<file path="src/rtl/sr_latch_bank_pkg.sv">
// ---------------------------------------------------------------------------
// sr_pkg
//   Shared definitions for the sr_latch_bank family. The package provides:
//     - the S&R collision-resolution mode codes
//     - sr_next() : resolves the next state of one channel from S, R and
//                   the current Q
//     - sr_cw()   : width of the lockout counter for a given lockout length
//   It is imported by sr_cell and sr_latch_bank.
// ---------------------------------------------------------------------------
package sr_pkg;

  // What to do when S and R are both sampled high.
  localparam int SR_MODE_RST_DOM = 0;  // reset wins
  localparam int SR_MODE_SET_DOM = 1;  // set wins
  localparam int SR_MODE_TOGGLE  = 2;  // invert current state
  localparam int SR_MODE_HOLD    = 3;  // keep current state

  localparam int SR_N_MAX = 32;

  typedef enum logic [1:0] {
    SR_REQ_NONE  = 2'b00,
    SR_REQ_RESET = 2'b01,
    SR_REQ_SET   = 2'b10,
    SR_REQ_BOTH  = 2'b11
  } sr_req_e;

  // Next state of one channel ignoring lockout and clear.
  function automatic logic sr_next(input int mode, input logic s,
                                   input logic r, input logic q);
    logic nxt;
    nxt = q;
    case (sr_req_e'({s, r}))
      SR_REQ_SET:   nxt = 1'b1;
      SR_REQ_RESET: nxt = 1'b0;
      SR_REQ_NONE:  nxt = q;
      SR_REQ_BOTH: begin
        case (mode)
          SR_MODE_RST_DOM: nxt = 1'b0;
          SR_MODE_SET_DOM: nxt = 1'b1;
          SR_MODE_TOGGLE:  nxt = ~q;
          default:         nxt = q;
        endcase
      end
      default: nxt = q;
    endcase
    return nxt;
  endfunction

  // Lockout counter width; at least one bit so the counter always exists.
  function automatic int sr_cw(input int lock_cycles);
    int w;
    w = $clog2(lock_cycles + 1);
    if (w < 1) w = 1;
    return w;
  endfunction

endpackage

</file>
<file path="src/rtl/sr_latch_bank_if.sv">
// ---------------------------------------------------------------------------
// sr_latch_bank_if
//   Request/status bundle of an sr_latch_bank instance.
//   Signals (all N wide unless noted):
//     s, r      set / reset requests (level, sampled on the clock)
//     clr       1 bit, synchronous clear of every channel
//     q, qn     registered state and its complement
//     changed   one-cycle pulse when q[i] takes a new value
//     busy      channel i is inside its lockout window
//     conflict  sticky: s[i]&r[i] was sampled high
//   Modports: master drives requests, slave (the bank) drives status.
// ---------------------------------------------------------------------------
interface sr_latch_bank_if #(
  parameter int N = 4
);
  logic [N-1:0] s;
  logic [N-1:0] r;
  logic         clr;
  logic [N-1:0] q;
  logic [N-1:0] qn;
  logic [N-1:0] changed;
  logic [N-1:0] busy;
  logic [N-1:0] conflict;

  modport master (
    output s, r, clr,
    input  q, qn, changed, busy, conflict
  );

  modport slave (
    input  s, r, clr,
    output q, qn, changed, busy, conflict
  );
endinterface

</file>
<file path="src/rtl/sr_latch_bank_cell.sv">
// ---------------------------------------------------------------------------
// sr_cell
//   One channel of the SR bank: state bit, lockout counter and sticky
//   conflict flag.
//   Ports:
//     i_clk       rising-edge clock
//     i_rst_n     asynchronous active-low reset
//     i_s, i_r    set / reset request (already synchronised if required)
//     i_clr       synchronous clear, highest priority
//     o_q, o_qn   registered state and complement
//     o_changed   one-cycle pulse on a state change
//     o_busy      lockout counter non-zero
//     o_conflict  sticky S&R flag
// ---------------------------------------------------------------------------
module sr_cell
  import sr_pkg::*;
#(
  parameter int   MODE        = SR_MODE_RST_DOM,
  parameter int   LOCK_CYCLES = 0,
  parameter logic INIT_Q      = 1'b0
) (
  input  logic i_clk,
  input  logic i_rst_n,
  input  logic i_s,
  input  logic i_r,
  input  logic i_clr,
  output logic o_q,
  output logic o_qn,
  output logic o_changed,
  output logic o_busy,
  output logic o_conflict
);

  localparam int            CW        = sr_cw(LOCK_CYCLES);
  localparam logic [CW-1:0] LOCK_LOAD = CW'(LOCK_CYCLES);

  logic          r_q;
  logic          r_qn;
  logic          r_changed;
  logic          r_conflict;
  logic [CW-1:0] r_cnt;

  logic w_locked;
  logic w_next;

  assign w_locked = (r_cnt != '0);
  assign w_next   = sr_next(MODE, i_s, i_r, r_q);

  always_ff @(posedge i_clk or negedge i_rst_n) begin
    if (!i_rst_n) begin
      r_q        <= INIT_Q;
      r_qn       <= ~INIT_Q;
      r_changed  <= 1'b0;
      r_conflict <= 1'b0;
      r_cnt      <= '0;
    end else if (i_clr) begin
      // Clear restores the initial value silently: no CHANGED pulse.
      r_q        <= INIT_Q;
      r_qn       <= ~INIT_Q;
      r_changed  <= 1'b0;
      r_conflict <= 1'b0;
      r_cnt      <= '0;
    end else begin
      // Collisions are recorded even while the channel ignores requests.
      if (i_s && i_r) begin
        r_conflict <= 1'b1;
      end
      if (w_locked) begin
        r_cnt     <= r_cnt - CW'(1);
        r_changed <= 1'b0;
      end else if (w_next != r_q) begin
        r_q       <= w_next;
        r_qn      <= ~w_next;
        r_changed <= 1'b1;
        r_cnt     <= LOCK_LOAD;
      end else begin
        r_changed <= 1'b0;
      end
    end
  end

  assign o_q        = r_q;
  assign o_qn       = r_qn;
  assign o_changed  = r_changed;
  assign o_busy     = w_locked;
  assign o_conflict = r_conflict;

endmodule

</file>
<file path="src/rtl/sr_latch_bank.sv">
// ---------------------------------------------------------------------------
// sr_latch_bank
//   N independent clocked set/reset channels with selectable S&R resolution,
//   per-channel lockout after every state change and sticky collision flags.
//   Ports:
//     i_clk     rising-edge clock
//     i_rst_n   asynchronous active-low reset
//     bus       sr_latch_bank_if.slave (s, r, clr in; q, qn, changed,
//               busy, conflict out)
//   Parameters: N (1..32), MODE (sr_pkg SR_MODE_*), LOCK_CYCLES, INIT_Q.
//   Optional build macro SR_LATCH_BANK_SYNC_EN: s and r pass through a
//   two-flop synchroniser before any channel logic (3-cycle input-to-q
//   latency); clr is never synchronised. Without the macro s/r are used
//   directly (1-cycle latency).
// ---------------------------------------------------------------------------
module sr_latch_bank
  import sr_pkg::*;
#(
  parameter int           N           = 4,
  parameter int           MODE        = SR_MODE_RST_DOM,
  parameter int           LOCK_CYCLES = 0,
  parameter logic [N-1:0] INIT_Q      = '0
) (
  input  logic            i_clk,
  input  logic            i_rst_n,
  sr_latch_bank_if.slave  bus
);

  logic [N-1:0] w_s;
  logic [N-1:0] w_r;
  logic [N-1:0] w_q;
  logic [N-1:0] w_qn;
  logic [N-1:0] w_changed;
  logic [N-1:0] w_busy;
  logic [N-1:0] w_conflict;

  genvar gi;

`ifdef SR_LATCH_BANK_SYNC_EN
  // Two-flop synchronisers; CONFLICT is judged on the synchronised pair so
  // it tracks exactly what the state logic saw.
  generate
    for (gi = 0; gi < N; gi++) begin : g_sync
      logic [1:0] r_s_sync;
      logic [1:0] r_r_sync;

      always_ff @(posedge i_clk or negedge i_rst_n) begin
        if (!i_rst_n) begin
          r_s_sync <= 2'b00;
          r_r_sync <= 2'b00;
        end else begin
          r_s_sync <= {r_s_sync[0], bus.s[gi]};
          r_r_sync <= {r_r_sync[0], bus.r[gi]};
        end
      end

      assign w_s[gi] = r_s_sync[1];
      assign w_r[gi] = r_r_sync[1];
    end
  endgenerate
`else
  assign w_s = bus.s;
  assign w_r = bus.r;
`endif

  generate
    for (gi = 0; gi < N; gi++) begin : g_ch
      sr_cell #(
        .MODE        (MODE),
        .LOCK_CYCLES (LOCK_CYCLES),
        .INIT_Q      (INIT_Q[gi])
      ) u_cell (
        .i_clk      (i_clk),
        .i_rst_n    (i_rst_n),
        .i_s        (w_s[gi]),
        .i_r        (w_r[gi]),
        .i_clr      (bus.clr),
        .o_q        (w_q[gi]),
        .o_qn       (w_qn[gi]),
        .o_changed  (w_changed[gi]),
        .o_busy     (w_busy[gi]),
        .o_conflict (w_conflict[gi])
      );
    end
  endgenerate

  assign bus.q        = w_q;
  assign bus.qn       = w_qn;
  assign bus.changed  = w_changed;
  assign bus.busy     = w_busy;
  assign bus.conflict = w_conflict;

endmodule

</file>
<file path="src/flat_wrapper.sv">
// flat-port wrapper written by rule: the top's interface ports become plain ports
module sr_latch_bank_flat import sr_pkg::*;
#(
  parameter int           N           = 4,
  parameter int           MODE        = SR_MODE_RST_DOM,
  parameter int           LOCK_CYCLES = 0,
  parameter logic [N-1:0] INIT_Q      = '0
)
  (i_clk, i_rst_n, bus_s, bus_r, bus_clr, bus_q, bus_qn, bus_changed, bus_busy, bus_conflict);
  sr_latch_bank_if #(.N(N)) bus_i ();
  input  logic i_clk;
  input  logic i_rst_n;
  input wire logic [$bits(bus_i.s)-1:0] bus_s;
  input wire logic [$bits(bus_i.r)-1:0] bus_r;
  input wire logic [$bits(bus_i.clr)-1:0] bus_clr;
  output wire logic [$bits(bus_i.q)-1:0] bus_q;
  output wire logic [$bits(bus_i.qn)-1:0] bus_qn;
  output wire logic [$bits(bus_i.changed)-1:0] bus_changed;
  output wire logic [$bits(bus_i.busy)-1:0] bus_busy;
  output wire logic [$bits(bus_i.conflict)-1:0] bus_conflict;
  assign bus_i.s = bus_s;
  assign bus_i.r = bus_r;
  assign bus_i.clr = bus_clr;
  assign bus_q = bus_i.q;
  assign bus_qn = bus_i.qn;
  assign bus_changed = bus_i.changed;
  assign bus_busy = bus_i.busy;
  assign bus_conflict = bus_i.conflict;
  sr_latch_bank #(.N(N), .MODE(MODE), .LOCK_CYCLES(LOCK_CYCLES), .INIT_Q(INIT_Q)) u_core (.i_clk(i_clk), .i_rst_n(i_rst_n), .bus(bus_i));
endmodule
</file>
<file path="config.mk">
export PLATFORM = sky130hd
export DESIGN_NAME = sr_latch_bank_flat
export DESIGN_NICKNAME = d
export VERILOG_FILES = /design/src/rtl/sr_latch_bank_pkg.sv /design/src/rtl/sr_latch_bank_if.sv /design/src/rtl/sr_latch_bank_cell.sv /design/src/rtl/sr_latch_bank.sv /design/src/flat_wrapper.sv
export SDC_FILE = /design/constraint.sdc
export NUM_CORES = 1
export LEC_CHECK = 0
export CAP_MARGIN = 0
export CORE_UTILIZATION = 41
export DETAILED_ROUTE_END_ITERATION = 16
export PLACE_DENSITY = 0.84
export SYNTH_ARGS = -nofsm -noshare
export SYNTH_HDL_FRONTEND = slang
export SYNTH_SLANG_ARGS = --single-unit
</file>
<file path="constraint.sdc">
create_clock -name i_clk -period 1.3 [get_ports i_clk]
set_clock_uncertainty 0.05 [all_clocks]
set_input_delay 0.13 -clock i_clk [delete_from_list [all_inputs] [get_ports i_clk]]
set_output_delay 0.13 -clock i_clk [all_outputs]
set_load 0.05 [all_outputs]
</file>
* Word-level counts from Yosys, hierarchy flattened *
Index checks and enable logic that the tools add are counted.

word-level totals
  register bits after elaboration = 20
  output and inout port bits = 20
  word-level logic and storage cells = 128

cells by class
  $add $sub $neg = 4
  eq/ne operators = 20
  multiplexer cells = 56
  bitwise logic cells = 4
  reduce and logical (&&, ||, !) cells = 24

operators with widths
  cell                 number
  $mux 1               52
  $eq 2x2->1 const B   8
  $reduce_bool 2->1    8
  $pmux 1 s3           4
  $eq 2x1->1 const B   4
  $logic_not 2->1      4
  $ne 2x2->1 const B   4
  $reduce_and 2->1     4
  $reduce_or 2->1      4
  $logic_and 1x1->1    4
  $ne 1x1->1           4
  $not 1->1            4
  $sub 1x1->1 const B  4

* Longest topological paths before layout *
Gate-level depths: netlist of the first run.

  word-level depth = 7
  depth in mapped cells = 3
  depth with buffers taken out = 2

* By module *
A second synthesis of the first run with hierarchy kept.

unflattened totals
  cells, all modules = 60
  area, all modules = 655.6 µm²

modules (own cells, without submodules)
  module   instances  cells an instance  area each (µm²)  seq. area each (µm²)
  sr_cell  4          15                 163.9            101.3

* Least setup slack after synthesis of the first run *
OpenSTA, ideal clock, no wires.

  kind = reg-to-reg
  start point = register u_core.g_ch[2].u_cell.r_q
  end point = register u_core.g_ch[2].u_cell.r_qn
  setup time = 0.077 ns
  arrival = 0.928 ns
  data required time = 1.173 ns
  setup slack = 0.245 ns
  stages on the path, launching flop included = 3
  path buffers = 0
  period minus slack after synthesis = 1.055 ns
  cell sequence = dfrtp_1 or3b_1 a21o_1

between the ends
  word-level cells in the longest chain between the ends = 5
  elaborated cells on any way between the ends = 8
  those cells by class = eq/ne (1); mux (4); bitwise (1); reduce/logical (2)

ends and longest elaborated chain
  item                    RTL line                  source
  from (decl)             sr_latch_bank_cell.sv:37  logic r_q;
  from (signal assigned)  sr_latch_bank_cell.sv:72  r_q <= w_next;
  $pmux 1 s3              sr_latch_bank_pkg.sv:32   case (sr_req_e'({s, r}))
  $not 1->1               sr_latch_bank_cell.sv:73  r_qn <= ~w_next;
  $mux 1                  sr_latch_bank_cell.sv:71  end else if (w_next != r_q) begin
  $mux 1                  sr_latch_bank_cell.sv:68  if (w_locked) begin
  $mux 1                  sr_latch_bank_cell.sv:56  end else if (i_clr) begin
  to (signal assigned)    sr_latch_bank_cell.sv:52  r_qn <= ~INIT_Q;
  to (signal assigned)    sr_latch_bank_cell.sv:59  r_qn <= ~INIT_Q;
  to (signal assigned)    sr_latch_bank_cell.sv:73
  to (decl)               sr_latch_bank_cell.sv:38  logic r_qn;

Parallel ways exist; a longest one is shown, timed or not. The select of a mux whose other input is x is not followed.
A chain may end at the register's enable or synchronous reset.

* Worst setup path after layout of the first run *
  start point = register u_core.g_ch[0].u_cell.r_qn
  end point = output bus_qn[0]

RTL lines
  item                    RTL line                  source
  from (decl)             sr_latch_bank_cell.sv:38
  from (signal assigned)  sr_latch_bank_cell.sv:52
  from (signal assigned)  sr_latch_bank_cell.sv:59
  from (signal assigned)  sr_latch_bank_cell.sv:73
  to (decl)               flat_wrapper.sv:17        output wire logic [$bits(bus_i.qn)-1:0] bus_qn;

No word-level cell between the ends.

==> results of run 1 <==
==> sequential cells by signal, summed over array words and instances, names as in the netlist <==
name                           cells
u_core.g_ch.u_cell.o_qn            4
u_core.g_ch.u_cell.o_conflict      4
u_core.g_ch.u_cell.o_changed       4
u_core.g_ch.u_cell.o_q             4
==> per-stage QoR <==
step	cell area (µm²)	setup WS [ns]	instances	hold slack [ns]	utilization
2_1_floorplan	783	0.245	78	-0.216	-
3_3_place_gp	1170	0.0406	119	0.419	0.668
4_1_cts	1200	0.138	123	0.124	0.689
3_5_place_dp	1170	0.0130	119	0.416	0.668
5_1_grt	1200	0.0967	123	0.139	0.689
6_report	1200	0.147	123	0.118	0.689
==> cells in the final DEF (no fill, tap or decap), drive strengths merged <==
master         count
conb               4
a21oi              8
or3b               4
clkbuf             4
dfrtp             12
clkdlybuf4s50     10
nor3               4
dfstp              4
nor2               8
a21o               8
nand2              4
buf               28
==> cell type report <==
cell class / count / area share
clock buffers: 4 / 0.0302
multi-input cells: 40 / 0.182
flip-flops and latches: 16 / 0.337
well taps: 25 / 0.0260
repair buffers: 38 / 0.425
==> metal layers <==
layer,GRT usage,part of all wire
met1,0.171,0.45
met2,0.246,0.47
met3,0.0238,0.067
met4,0.0364,0.0040
met5,0,0
==> worst max-delay path by stage <==
stage | from | endpoint | slack [ns] | cells past startpoint
after global placement | bus_s[1] | u_core.g_ch[1].u_cell.o_qn | 0.04 | 3
after CTS | u_core.g_ch[0].u_cell.o_qn | bus_qn[0] | 0.14 | 1
after floorplan | u_core.g_ch[2].u_cell.o_q | u_core.g_ch[2].u_cell.o_qn | 0.25 | 2
final | u_core.g_ch[0].u_cell.o_qn | bus_qn[0] | 0.15 | 1
after global routing | u_core.g_ch[2].u_cell.o_q | u_core.g_ch[2].u_cell.o_changed | 0.1 | 2
after detailed placement | bus_s[0] | u_core.g_ch[0].u_cell.o_qn | 0.01 | 3
==> where the power goes <==
part | switching (µW) | internal, µW | leakage (µW)
combinational | 192 | 184 | 0.000332
clock | 142 | 170 | 0.0000210
sequential | 31.2 | 533 | 0.000202
total | 365 | 887 | 0.000555
==> kinds of logic (layout without fill, tap and decap cells) <==
kind of cell | count (synthesis) | in the layout | share of synthesized area
AOI/OAI and AO/OA | 16 | 16 | 0.135
buffers and inverters | 22 | 42 | 0.206
DFF | 16 | 16 | 0.525
other | 1 | 4 | 0.00486
and+or+nand+nor | 20 | 20 | 0.130
==> flow_metrics.env, run 1 <==
export IMPL_postRouteAntennaNets=0
export IMPL_regToRegEndpoint="u_core.g_ch[2].u_cell.o_qn"
export IMPL_powerDensity_nw_per_um2=1040
export IMPL_dieArea_um2=2060
export IMPL_synthTopCellsByCount="buf_4, dfrtp_1, a21oi_1, nor2_1, a21o_1"
export IMPL_worstPathMaxFanout=2
export IMPL_cp_cell_sequence="buf_12"
export IMPL_nets=110
export IMPL_critPathKind="reg2out"
export IMPL_min_path_type="in2async"
export IMPL_via_per_inst=4.53
export IMPL_critical_path_n_buffers_inverters=1
export IMPL_period_minus_slack_ns=1.15
export IMPL_initialDrtViolationCount=9
export IMPL_hold_buffers=0
export IMPL_synth_most_common_cell="buf_4"
export IMPL_synth_top_area_frac=0.389
export IMPL_grt_use_total=0.138
export IMPL_ys_warn_count=0
export IMPL_drive_gt1_frac=0.398
export IMPL_cts_tree="done"
export IMPL_first_global_vias=508
export IMPL_num_vias=557
export IMPL_r2r_start="u_core.g_ch[2].u_cell.o_q"
export IMPL_slowest_delay_ns=0.57
export IMPL_rsz0062_at_grt="false"
export IMPL_synthFlopType="dfrtp_1"
export IMPL_root_buffer="clkbuf_4"
export IMPL_ys_seq_area_frac=0.525
export IMPL_path_clk_slew_ns=0.09
export IMPL_cts_sinks=16
export IMPL_hpwlAfterDp_um=1000
export IMPL_crit_slowest_cell="dfstp_2"
export IMPL_clk_path_buf_depth=2
export IMPL_outcome="completed"
export IMPL_crit_family="flip-flops"
export IMPL_fmax_ghz=0.867
export IMPL_maxCapViolCount=0
export IMPL_layout_area_seq_um2=405
export IMPL_multiInputGateArea_um2=219
export IMPL_end_kind="output pin"
export IMPL_die_h_um=45.4
export IMPL_synth_area_um2=772
export IMPL_htreeDepth=1
export IMPL_yosys_area_top_type="dfrtp_1"
export IMPL_die_x_um=45.4
export IMPL_clk_latency_ns=0.27
export IMPL_grt_remaining_overflow=0
export IMPL_antenna_found_initial=0
export IMPL_diodes=0
export IMPL_start_util=0.442
export IMPL_ys_async_sr_fraction=1.00
export IMPL_drv_slew=0
export IMPL_finalPower_uw=1250
export IMPL_reg2regPathDepth=2
export IMPL_period_share=0.887
export IMPL_drc=0
export IMPL_place_gp_congestion=0.795
export IMPL_leakagePower_uw=0.000555
export IMPL_ys_types=13
export IMPL_grt_pass1_wl_um=2040
export IMPL_synthTopCellsByArea="dfrtp_1, buf_4, dfstp_2"
export IMPL_numCtsBuffers=3
export IMPL_syn_instance_count=75
export IMPL_required_ns=1.12
export IMPL_crit_arrival_ns=0.97
export IMPL_ios=31
export IMPL_setup_tns_ns=0
export IMPL_drt_first_pass_iters=5
export IMPL_synth_seq_cells=16
export IMPL_io_buffers=26
export IMPL_synth_avg_cell_area_um2=10.3
export IMPL_post_cts_resized=0
export IMPL_finalHoldViolCount=0
export IMPL_peakVddDrop_mv=0.661
export IMPL_n_fill_cell=134
export IMPL_wl_um=1240
export IMPL_reg2reg_slack_ns=0.16
export IMPL_synth_edf_count=0
export IMPL_crit_path_start_kind="register"
export IMPL_post_cts_setup_buffers=0
export IMPL_setup_viol=0
export IMPL_core_um2=1750
export IMPL_fp_row_count=15
export IMPL_wire_per_inst_um=10.1
export IMPL_grt_max_degree=17
export IMPL_syn2layout_area_growth_pct=55.8
No activity file was read; power rests on OpenSTA's default activity.
==> run 2, diff against run 1 <==
--- a/config.mk
+++ b/config.mk
@@ -6,9 +6,10 @@
 export NUM_CORES = 1
 export LEC_CHECK = 0
 export CAP_MARGIN = 0
-export CORE_UTILIZATION = 41
+export CORE_UTILIZATION = 38
 export DETAILED_ROUTE_END_ITERATION = 16
-export PLACE_DENSITY = 0.84
+export PLACE_DENSITY = 0.79
+export SLEW_MARGIN = 15
 export SYNTH_ARGS = -nofsm -noshare
 export SYNTH_HDL_FRONTEND = slang
 export SYNTH_SLANG_ARGS = --single-unit
==> run 2 against run 1 <==
Register-to-register slack about the same. Critical endpoint is now bus_qn[1]. Critical path depth unchanged. Critical path type unchanged. Global-route usage grew 1.5 points. Final cell count increased by 0.81%. Clock power increased by 2%. Routed wire length rose by 17%.
==> flow_metrics.env, run 2 (synthesized netlist as in run 1, its figures left out) <==
export IMPL_leakagePower_uw=0.000561
export IMPL_period_share=0.899
export IMPL_reg2regPathDepth=2
export IMPL_grt_use_total=0.153
export IMPL_end_kind="output pin"
export IMPL_root_buffer="clkbuf_4"
export IMPL_grt_pass1_wl_um=2290
export IMPL_p_sw_frac=0.297
export IMPL_finish_utilization=0.665
export IMPL_slowest_delay_ns=0.57
export IMPL_place_gp_congestion=0.691
export IMPL_post_cts_setup_buffers=0
export IMPL_p_seq_frac=0.444
export IMPL_period_minus_slack_ns=1.17
export IMPL_finalHoldViolCount=0
export IMPL_numCtsBuffers=3
export IMPL_num_vias=570
export IMPL_cp_cell_sequence="buf_12"
export IMPL_maxCapViolCount=0
export IMPL_die_x_um=47.1
export IMPL_n_fill_cell=147
export IMPL_grt_max_degree=17
export IMPL_io_buffers=26
export IMPL_worstPathMaxFanout=2
export IMPL_crit_arrival_ns=0.99
export IMPL_cts_tree="done"
export IMPL_via_per_inst=4.60
export IMPL_syn2layout_area_growth_pct=56.7
export IMPL_drc=0
export IMPL_start_util=0.424
export IMPL_core_um2=1820
export IMPL_drv_slew=0
export IMPL_drt_first_pass_iters=4
export IMPL_die_h_um=47.1
export IMPL_htreeDepth=1
export IMPL_dp_slack_ns=-0.00782
export IMPL_grt_remaining_overflow=0
export IMPL_dieArea_um2=2220
export IMPL_clk_path_buf_depth=2
export IMPL_diodes=0
export IMPL_antenna_found_initial=0
export IMPL_p_comb_frac=0.305
export IMPL_clk_latency_ns=0.27
export IMPL_first_global_vias=549
export IMPL_crit_slowest_cell="dfstp_2"
export IMPL_p_int_uw=889
export IMPL_final_common_cell="buf_12"
export IMPL_reg2reg_slack_ns=0.16
export IMPL_fp_row_count=15
export IMPL_cts_sinks=16
export IMPL_path_clk_slew_ns=0.09
export IMPL_r2r_start="u_core.g_ch[0].u_cell.o_q"
export IMPL_regToRegEndpoint="u_core.g_ch[0].u_cell.o_qn"
export IMPL_ios=31
export IMPL_setup_viol=0
export IMPL_postRouteAntennaNets=0
export IMPL_powerDensity_nw_per_um2=1040
export IMPL_peakVddDrop_mv=0.691
export IMPL_fin_hold_ws_ns=0.130
export IMPL_critical_path_n_buffers_inverters=1
export IMPL_wl_um=1450
export IMPL_layout_common_cells="buf_12, buf_4, dfrtp_1"
export IMPL_crit_family="flip-flops"
export IMPL_crit_path_start_kind="register"
export IMPL_p_sw_uw=375
export IMPL_min_path_type="in2async"
export IMPL_hpwlAfterDp_um=1160
export IMPL_initialDrtViolationCount=8
export IMPL_setup_tns_ns=0
export IMPL_critPathKind="reg2out"
export IMPL_nets=111
export IMPL_outcome="completed"
export IMPL_required_ns=1.12
export IMPL_fin_ws_ns=0.131
export IMPL_hold_buffers=0
export IMPL_rsz0062_at_grt="false"
export IMPL_wire_per_inst_um=11.7
export IMPL_fmax_ghz=0.855
export IMPL_clkPwrFrac=0.251
export IMPL_post_cts_resized=0
export IMPL_drive_gt1_frac=0.404
[run 2: worst max path at each step]
| stage | start | cells after the start | slack, ns | to |
|---|---|---|---|---|
| 5_1_grt | u_core.g_ch[1].u_cell.o_qn | 1 | 0.08 | bus_qn[1] |
| 6_report | u_core.g_ch[1].u_cell.o_qn | 1 | 0.13 | bus_qn[1] |
| 3_3_place_gp | bus_s[0] | 3 | 0.04 | u_core.g_ch[0].u_cell.o_qn |
| 4_1_cts | u_core.g_ch[1].u_cell.o_qn | 1 | 0.11 | bus_qn[1] |
| 2_1_floorplan | u_core.g_ch[2].u_cell.o_q | 2 | 0.25 | u_core.g_ch[2].u_cell.o_qn |
| 3_5_place_dp | bus_s[1] | 3 | -0.008 | u_core.g_ch[1].u_cell.o_qn |
[run 2: worst reg2reg max path, cell delays in order (launching register included)]
cell     delay (ns)
dfrtp_1        0.46
or3b_1         0.41
a21o_1         0.17
[run 2: metal layers]
layer | GRT usage | share of wire | vias to the layer above
met1 | 0.166 | 0.37 | 268
met4 | 0.0800 | 0.011 | 0
met2 | 0.275 | 0.54 | 25
met5 | 0 | 0 | -
li1 | - | - | 275
met3 | 0.0385 | 0.073 | 2
[run 2: layout make-up]
type | instances | area [µm²] | area share
timing repair buffer | 39 | 518 | 0.428
tap | 25 | 31.3 | 0.0259
clock buffer | 4 | 36.3 | 0.0300
sequential | 16 | 405 | 0.335
multi-input combinational | 40 | 219 | 0.181
[run 2: power groups by stage]
stage	combinational [µW]	clock [µW]	sequential (µW)
floorplan	231	0	555
global placement	381	0	569
detailed placement	388	0	570
CTS	389	335	562
global route	406	364	565
finish	386	318	561
[run 2: metrics by stage]
stage	cells	power, µW	area, µm²
global route	124	1330	1210
floorplan	78	786	783
global placement	120	950	1170
CTS	124	1290	1210
detailed placement	120	959	1170
finish	124	1260	1210
==> run 3, diff against run 2 <==
--- a/config.mk
+++ b/config.mk
@@ -9,6 +9,7 @@
 export CORE_UTILIZATION = 38
 export DETAILED_ROUTE_END_ITERATION = 16
 export PLACE_DENSITY = 0.79
+export REMOVE_ABC_BUFFERS = 1
 export SLEW_MARGIN = 15
 export SYNTH_ARGS = -nofsm -noshare
 export SYNTH_HDL_FRONTEND = slang
==> run 3 against run 2 <==
Global-route usage rose by 1.7 points. Cell area shrank 1.2%. Die area stayed put. Largest power group unchanged. Highest routed layer unchanged.
==> flow_metrics.env, run 3 (synthesized netlist as in run 1, its figures left out) <==
export IMPL_period_share=0.904
export IMPL_reg2reg_slack_ns=0.15
export IMPL_setup_tns_ns=0
export IMPL_worstPathMaxFanout=2
export IMPL_fp_row_count=15
export IMPL_crit_family="flip-flops"
export IMPL_required_ns=1.12
export IMPL_dieArea_um2=2220
export IMPL_nets=109
export IMPL_powerDensity_nw_per_um2=1060
export IMPL_die_x_um=47.1
export IMPL_critical_path_n_buffers_inverters=1
export IMPL_end_kind="output pin"
export IMPL_numCtsBuffers=3
export IMPL_critPathKind="reg2out"
export IMPL_initialDrtViolationCount=5
export IMPL_rsz0062_at_grt="false"
export IMPL_grt_use_total=0.170
export IMPL_crit_arrival_ns=0.99
export IMPL_drc=0
export IMPL_setup_viol=0
export IMPL_diodes=0
export IMPL_outcome="completed"
export IMPL_hpwlAfterDp_um=1180
export IMPL_slowest_delay_ns=0.57
export IMPL_grt_max_degree=17
export IMPL_first_global_vias=558
export IMPL_cp_cell_sequence="buf_12"
export IMPL_period_minus_slack_ns=1.17
export IMPL_met3_usage=0.0500
export IMPL_place_gp_congestion=0.802
export IMPL_use_met2=0.300
export IMPL_finalPower_uw=1270
export IMPL_num_vias=560
export IMPL_drv_slew=0
export IMPL_path_clk_slew_ns=0.09
export IMPL_layout_common_cells="buf_12, dfrtp_1, buf_4"
export IMPL_wl_um=1490
export IMPL_min_path_type="in2async"
export IMPL_use_met1=0.185
export IMPL_clk_latency_ns=0.28
export IMPL_post_cts_resized=0
export IMPL_syn2layout_area_growth_pct=54.8
export IMPL_drt_first_pass_iters=4
export IMPL_crit_path_start_kind="register"
export IMPL_grt_pass1_wl_um=2480
export IMPL_root_buffer="clkbuf_4"
export IMPL_wire_per_inst_um=12.2
export IMPL_leakagePower_uw=0.000551
export IMPL_start_util=0.424
export IMPL_htreeDepth=1
export IMPL_antenna_found_initial=0
export IMPL_fmax_ghz=0.851
export IMPL_io_buffers=26
export IMPL_grt_busiest_layer="met2"
export IMPL_hold_buffers=0
export IMPL_n_fill_cell=140
export IMPL_core_um2=1820
export IMPL_peakVddDrop_mv=0.876
export IMPL_grt_remaining_overflow=0
export IMPL_cts_sinks=16
export IMPL_final_common_cell="buf_12"
export IMPL_postRouteAntennaNets=0
export IMPL_via_per_inst=4.59
export IMPL_maxCapViolCount=0
export IMPL_crit_slowest_cell="dfstp_2"
export IMPL_cts_tree="done"
export IMPL_drive_gt1_frac=0.392
export IMPL_finalHoldViolCount=0
export IMPL_clk_path_buf_depth=2
export IMPL_die_h_um=47.1
export IMPL_ios=31
export IMPL_post_cts_setup_buffers=0
## run 3: changes by cell type in the layout (fill, tap and decap cells not counted)
cell	previous run	this run
buf_4	13	11
## run 3: where the power goes
| group | switching [µW] | internal, µW | leakage (µW) |
|---|---|---|---|
| clock | 155 | 170 | 0.0000210 |
| combinational | 197 | 182 | 0.000328 |
| sequential | 30.5 | 533 | 0.000202 |
| total | 383 | 886 | 0.000551 |
## run 3: worst reg2reg max path, delay by kind of cell, from the launching register on
kind | cells | cell delay (ns)
compound gates | 1 | 0.17
flops | 1 | 0.47
simple gates | 1 | 0.40
## run 3: worst paths after layout
path	startpoint	cells past startpoint	to
max in group asynchronous	i_rst_n	2	u_core.g_ch[2].u_cell.o_qn
max	u_core.g_ch[2].u_cell.o_qn	1	bus_qn[2]
min	i_rst_n	2	u_core.g_ch[0].u_cell.o_changed
min reg2reg	u_core.g_ch[2].u_cell.o_conflict	2	u_core.g_ch[2].u_cell.o_conflict
max reg2reg	u_core.g_ch[3].u_cell.o_q	2	u_core.g_ch[3].u_cell.o_qn
min in group i_clk	bus_s[1]	3	u_core.g_ch[1].u_cell.o_q
## run 3: final cells by class
class | instances | area, µm² | area share
Sequential cell | 16 | 405 | 0.339
Tap cell | 25 | 31.3 | 0.0262
Timing Repair Buffer | 37 | 503 | 0.421
Multi-Input combinational cell | 40 | 219 | 0.183
Clock buffer | 4 | 36.3 | 0.0304
## run 3: routing by layer
layer  vias to the layer above  part of all wire  wire, µm
met5                         -                 0         0
met4                         0             0.015        22
met3                         2             0.054        81
met2                        27              0.52       781
met1                       260              0.41       606
li1                        271                 -         -
## run 3: stage by stage
step | cell area [µm²] | util | hold slack [ns] | setup slack (ns) | std cells
after floorplan | 624 | - | -0.216 | 0.000958 | 56
after global placement | 1160 | 0.636 | 0.416 | 0.0176 | 118
after detailed placement | 1160 | 0.636 | 0.410 | -0.00460 | 118
after CTS | 1190 | 0.656 | 0.104 | 0.120 | 122
after global routing | 1190 | 0.656 | 0.0996 | 0.0930 | 122
final | 1190 | 0.656 | 0.103 | 0.125 | 122
